[src/rtl/vga_timing_gen.sv]
// Raster timing generator: walks (hc, vc) in raster order and registers
// the decoded position, active-video flag, sync pulses and frame strobes.
module vga_timing_gen #(
  parameter int H_VISIBLE = 640,
  parameter int H_FP      = 16,
  parameter int H_SYNC    = 96,
  parameter int H_BP      = 48,
  parameter int V_VISIBLE = 480,
  parameter int V_FP      = 10,
  parameter int V_SYNC    = 2,
  parameter int V_BP      = 33
) (
  input  logic       vga_clk,
  input  logic       reset,
  output logic [9:0] DrawX,
  output logic [9:0] DrawY,
  output logic       blank,
  output logic       hs,
  output logic       vs,
  output logic       frame_start,
  output logic       vblank_start
);

  localparam int H_TOTAL = H_VISIBLE + H_FP + H_SYNC + H_BP;
  localparam int V_TOTAL = V_VISIBLE + V_FP + V_SYNC + V_BP;

  localparam logic [9:0] H_LAST  = 10'(H_TOTAL - 1);
  localparam logic [9:0] V_LAST  = 10'(V_TOTAL - 1);
  localparam logic [9:0] H_VIS   = 10'(H_VISIBLE);
  localparam logic [9:0] V_VIS   = 10'(V_VISIBLE);
  // Inclusive sync bounds keep every constant inside 10 bits even at 1024.
  localparam logic [9:0] HS_BEG  = 10'(H_VISIBLE + H_FP);
  localparam logic [9:0] HS_LAST = 10'(H_VISIBLE + H_FP + H_SYNC - 1);
  localparam logic [9:0] VS_BEG  = 10'(V_VISIBLE + V_FP);
  localparam logic [9:0] VS_LAST = 10'(V_VISIBLE + V_FP + V_SYNC - 1);

  logic [9:0] hc;
  logic [9:0] vc;

  always_ff @(posedge vga_clk or posedge reset) begin
    if (reset) begin
      hc <= '0;
      vc <= '0;
    end else if (hc == H_LAST) begin
      hc <= '0;
      vc <= (vc == V_LAST) ? '0 : vc + 10'd1;
    end else begin
      hc <= hc + 10'd1;
    end
  end

  logic blank_d;
  logic hs_d;
  logic vs_d;
  logic fs_d;
  logic vbs_d;

  always_comb begin
    blank_d = (hc < H_VIS) && (vc < V_VIS);
    hs_d    = !((hc >= HS_BEG) && (hc <= HS_LAST));
    vs_d    = !((vc >= VS_BEG) && (vc <= VS_LAST));
    fs_d    = (hc == '0) && (vc == '0);
    vbs_d   = (hc == '0) && (vc == V_VIS);
  end

  // All outputs share one register stage so downstream sees them unskewed.
  always_ff @(posedge vga_clk or posedge reset) begin
    if (reset) begin
      DrawX        <= '0;
      DrawY        <= '0;
      blank        <= 1'b0;
      hs           <= 1'b1;
      vs           <= 1'b1;
      frame_start  <= 1'b0;
      vblank_start <= 1'b0;
    end else begin
      DrawX        <= hc;
      DrawY        <= vc;
      blank        <= blank_d;
      hs           <= hs_d;
      vs           <= vs_d;
      frame_start  <= fs_d;
      vblank_start <= vbs_d;
    end
  end

endmodule

[config.mk]
export PLATFORM = sky130hd
export DESIGN_NAME = vga_timing_gen
export DESIGN_NICKNAME = d
export VERILOG_FILES = /design/src/rtl/vga_timing_gen.sv
export SDC_FILE = /design/constraint.sdc
export NUM_CORES = 1
export LEC_CHECK = 0
export ABC_AREA = 1
export CORE_ASPECT_RATIO = 0.8
export CORE_MARGIN = 2
export CORE_UTILIZATION = 38
export DETAILED_ROUTE_END_ITERATION = 10
export GPL_ROUTABILITY_DRIVEN = 1
export MAX_ROUTING_LAYER = met4
export PLACE_DENSITY = 0.64
export SKIP_CTS_REPAIR_TIMING = 1
export SYNTH_ARGS = -nofsm -noshare
export SYNTH_HDL_FRONTEND = slang
export SYNTH_SLANG_ARGS = --single-unit
[constraint.sdc]
create_clock -name vga_clk -period 1.36 [get_ports vga_clk]
set_input_delay 0.136 -clock vga_clk [delete_from_list [all_inputs] [get_ports vga_clk]]
set_output_delay 0.136 -clock vga_clk [all_outputs]
set_load 0.01 [all_outputs]
==> out/metrics.yaml <==
outcome: "finished with violations"
violations: "setup timing"
synth_xor_area_frac: 0.04707
grt_max_degree: 46
clock-sinks: 45
synth_top_cell_by_area: "dfrtp_1"
ant_nets: 0
synth-seq-area-share: 0.6066
wirelength_um: 3438
p_comb_frac: 0.014
holdWs_ns: 0.1774
synth_compound_area_frac: 0.03362
power_switching_mw: 0.4570
yosys.area_share.simple: 0.2206
clk_latency_ns: 0.30
dr.pass1.iters: 4
ys_ff_latch: 45
pin_count: 27
layout_min_cycle_time_ns: 1.378
synth-edff-count: 0
cap_violations: 0
pwr-share-clk: 0.429
path_max_fanout: 6
setup_violations: 5
irDropWorstVdd_uv: 589.7
cp.arrival_ns: 1.56
critPathLaunchType: "register"
cp-end-kind: "register"
power.internal_mw: 1.944
yosys_most_used_dff: "dfrtp_1"
final_cell_area_mm2: 0.002486
nNetsFinal: 244
synthTopCellsByCount: "dfrtp_1 (43), nand2_1 (30), inv_1 (26)"
min_path_type: "in2async"
cp_cell_sequence: "inv_1, ha_1, inv_1, nor2_1, nand4_1, buf_4, nand3b_1, o21ai_0"
yosysTopAreaCellShare: 0.5783
worst_pin_slew_ns: 0.2990
vias: 1380
io_buffers: 26
hold_violations: 0
drc: 0
clk_pin_slew_ns: 0.08
power-per-cell-area_mw_per_mm2: 965.9
layoutNonFillerInstCount: 299
viasPerCell: 4.615
yosysMostFrequentCell: "dfrtp_1"
synth-async-reset-ratio: 1.000
dr.first_iter.drc_count: 45
slowest_stage: "dfrtp_1"
gp_congestion: 0.8786
final_core_util: 0.5344
synthAdderAreaFrac: 0.02690
ys_types: 22
synth_top_family_by_area: "simple AND/OR/NAND/NOR gates"
overflow: 0
dieArea_mm2: 0.005475
cts_max_path_buffers: 2
critPathKind: "reg2reg"
area_delta_synth_final_pct: 33.62
synthCells: 189
yosys_warnings: 0
rsz0062_at_grt: "true"
design.core.area_mm2: 0.004652
netlist_area_mm2: 0.001861
synth.avg_cell_area_um2: 9.844
dp_hpwl_um: 2465
antenna_found_initial: 0
fin_crit_sh: 1.013
grt_pass1_wl_um: 5920
wire_per_inst_um: 11.50
finClkSkew_ns: 0.005654
r2r_cells: 8
pwr-share-seq: 0.557
synth_mux_area_frac: 0
grt_usage: 0.1518
h-tree-depth: 2
fin_ws_ns: -0.01834
die_w_um: 82.23
die_y_um: 66.59
cts_buffers: 5
required_ns: 1.54
initial_core_util: 0.3999
grt_pass1_vias: 1248
power_leakage_nw: 1.178
fmax_mhz: 725.5
synth_area_leaders: "dfrtp_1 (58%), nand2_1 (6.1%), inv_1 (5.2%)"
placed_cell_area_mm2: 0.002320
switching_share: 0.1903
cts_tree: "done"
cpPeakStageDelay_ns: 0.42
path_common_cell: "inv_1"
slew_viol_final: 0
rows: 22
syn_nets: 195
diodes: 0
clockRootBuffer: "clkbuf_8"
dp.cells: 288
drive_gt1_frac: 0.1590
slew_headroom: 0.8007
state kept, by name, indices dropped and copies added (netlist names):
register,count
vc,10
frame_start,1
DrawX,10
vblank_start,1
DrawY,10
blank,1
hc,10
vs,1
hs,1
layout make-up:
class	instances	area [µm²]
multi-input cells	115	635.6
repair buffers	45	432.9
inverters	26	97.59
clock inverters	1	30.03
well taps	60	75.07
fillers	417	2166
flip-flops and latches	45	1129
clock buffers	7	86.33
worst max-delay path, delay by kind of cell (launching register included):
| family | cells | cell delay, ns |
|---|---|---|
| and+or+nand+nor | 3 | 0.29 |
| adders and majority gates | 1 | 0.15 |
| AOI/OAI and AO/OA | 1 | 0.08 |
| DFF | 1 | 0.42 |
| buffers and inverters | 3 | 0.33 |
power by group through the flow:
| stage | clock network [mW] | logic [mW] | registers (mW) |
|---|---|---|---|
| 6_report | 1.03 | 0.0341 | 1.34 |
| 5_1_grt | 1.14 | 0.0407 | 1.34 |
| 4_1_cts | 1.06 | 0.0372 | 1.34 |
| 3_5_place_dp | 0 | 0.0371 | 1.36 |
| 3_3_place_gp | 0 | 0.0366 | 1.36 |
| 2_1_floorplan | 0 | 0.0196 | 1.36 |
layout by cell type, fill, tap and decap left out:
cell / instances
nor3b_2: 1
dfrtp_1: 43
nand4_1: 7
bufinv_16: 1
clkbuf_1: 1
buf_4: 17
nor2_4: 2
ha_2: 2
nor3_1: 4
o21ai_0: 10
nor2_1: 25
nand3b_1: 1
o211ai_1: 1
nor3_2: 2
nand3_1: 13
buf_12: 2
clkbuf_8: 6
nand2_1: 30
ha_1: 2
a21oi_1: 1
inv_1: 25
dlymetal6s2s_1: 2
nand2_2: 1
clkinv_1: 1
nand3_2: 2
nor4_1: 1
clkdlybuf4s50_1: 24
xor2_1: 10
dfstp_2: 2
cells by family after synthesis:
group / count (synthesis)
compound gates: 12
xor+xnor: 10
fa+ha+maj: 4
buf+inv: 29
flops: 45
simple gates: 89
final timing paths:
check	start	end	slack, ns
min	reset	hc[8]$_DFF_PP0_	0.18
min in group vga_clk	vc[8]$_DFFE_PP0N_	DrawY[8]$_DFF_PP0_	0.44
max reg2reg	vc[0]$_DFFE_PP0N_	vc[3]$_DFFE_PP0N_	-0.02
max	vc[0]$_DFFE_PP0N_	vc[3]$_DFFE_PP0N_	-0.02
min reg2reg	vc[8]$_DFFE_PP0N_	DrawY[8]$_DFF_PP0_	0.44
max in group asynchronous	reset	vs$_DFF_PP1_	0.91
metrics by stage:
step | TNS (ns) | setup WS, ns | power [mW]
2_1_floorplan | -0.002787 | -0.001019 | 1.383
3_3_place_gp | -0.6367 | -0.1164 | 1.400
3_5_place_dp | -0.7746 | -0.1444 | 1.400
4_1_cts | -1.288 | -0.1695 | 2.435
5_1_grt | -1.695 | -0.1719 | 2.514
6_report | -0.06062 | -0.01834 | 2.401
per-layer routing:
metal | routed length (µm) | vias up | track usage
met2 | 1383 | 28 | 0.1915
li1 | - | 695 | -
met4 | 71 | 0 | 0.08125
met3 | 150 | 7 | 0.03252
met5 | 0 | - | -
met1 | 1832 | 650 | 0.2240
(Power assumes the default switching activity.)
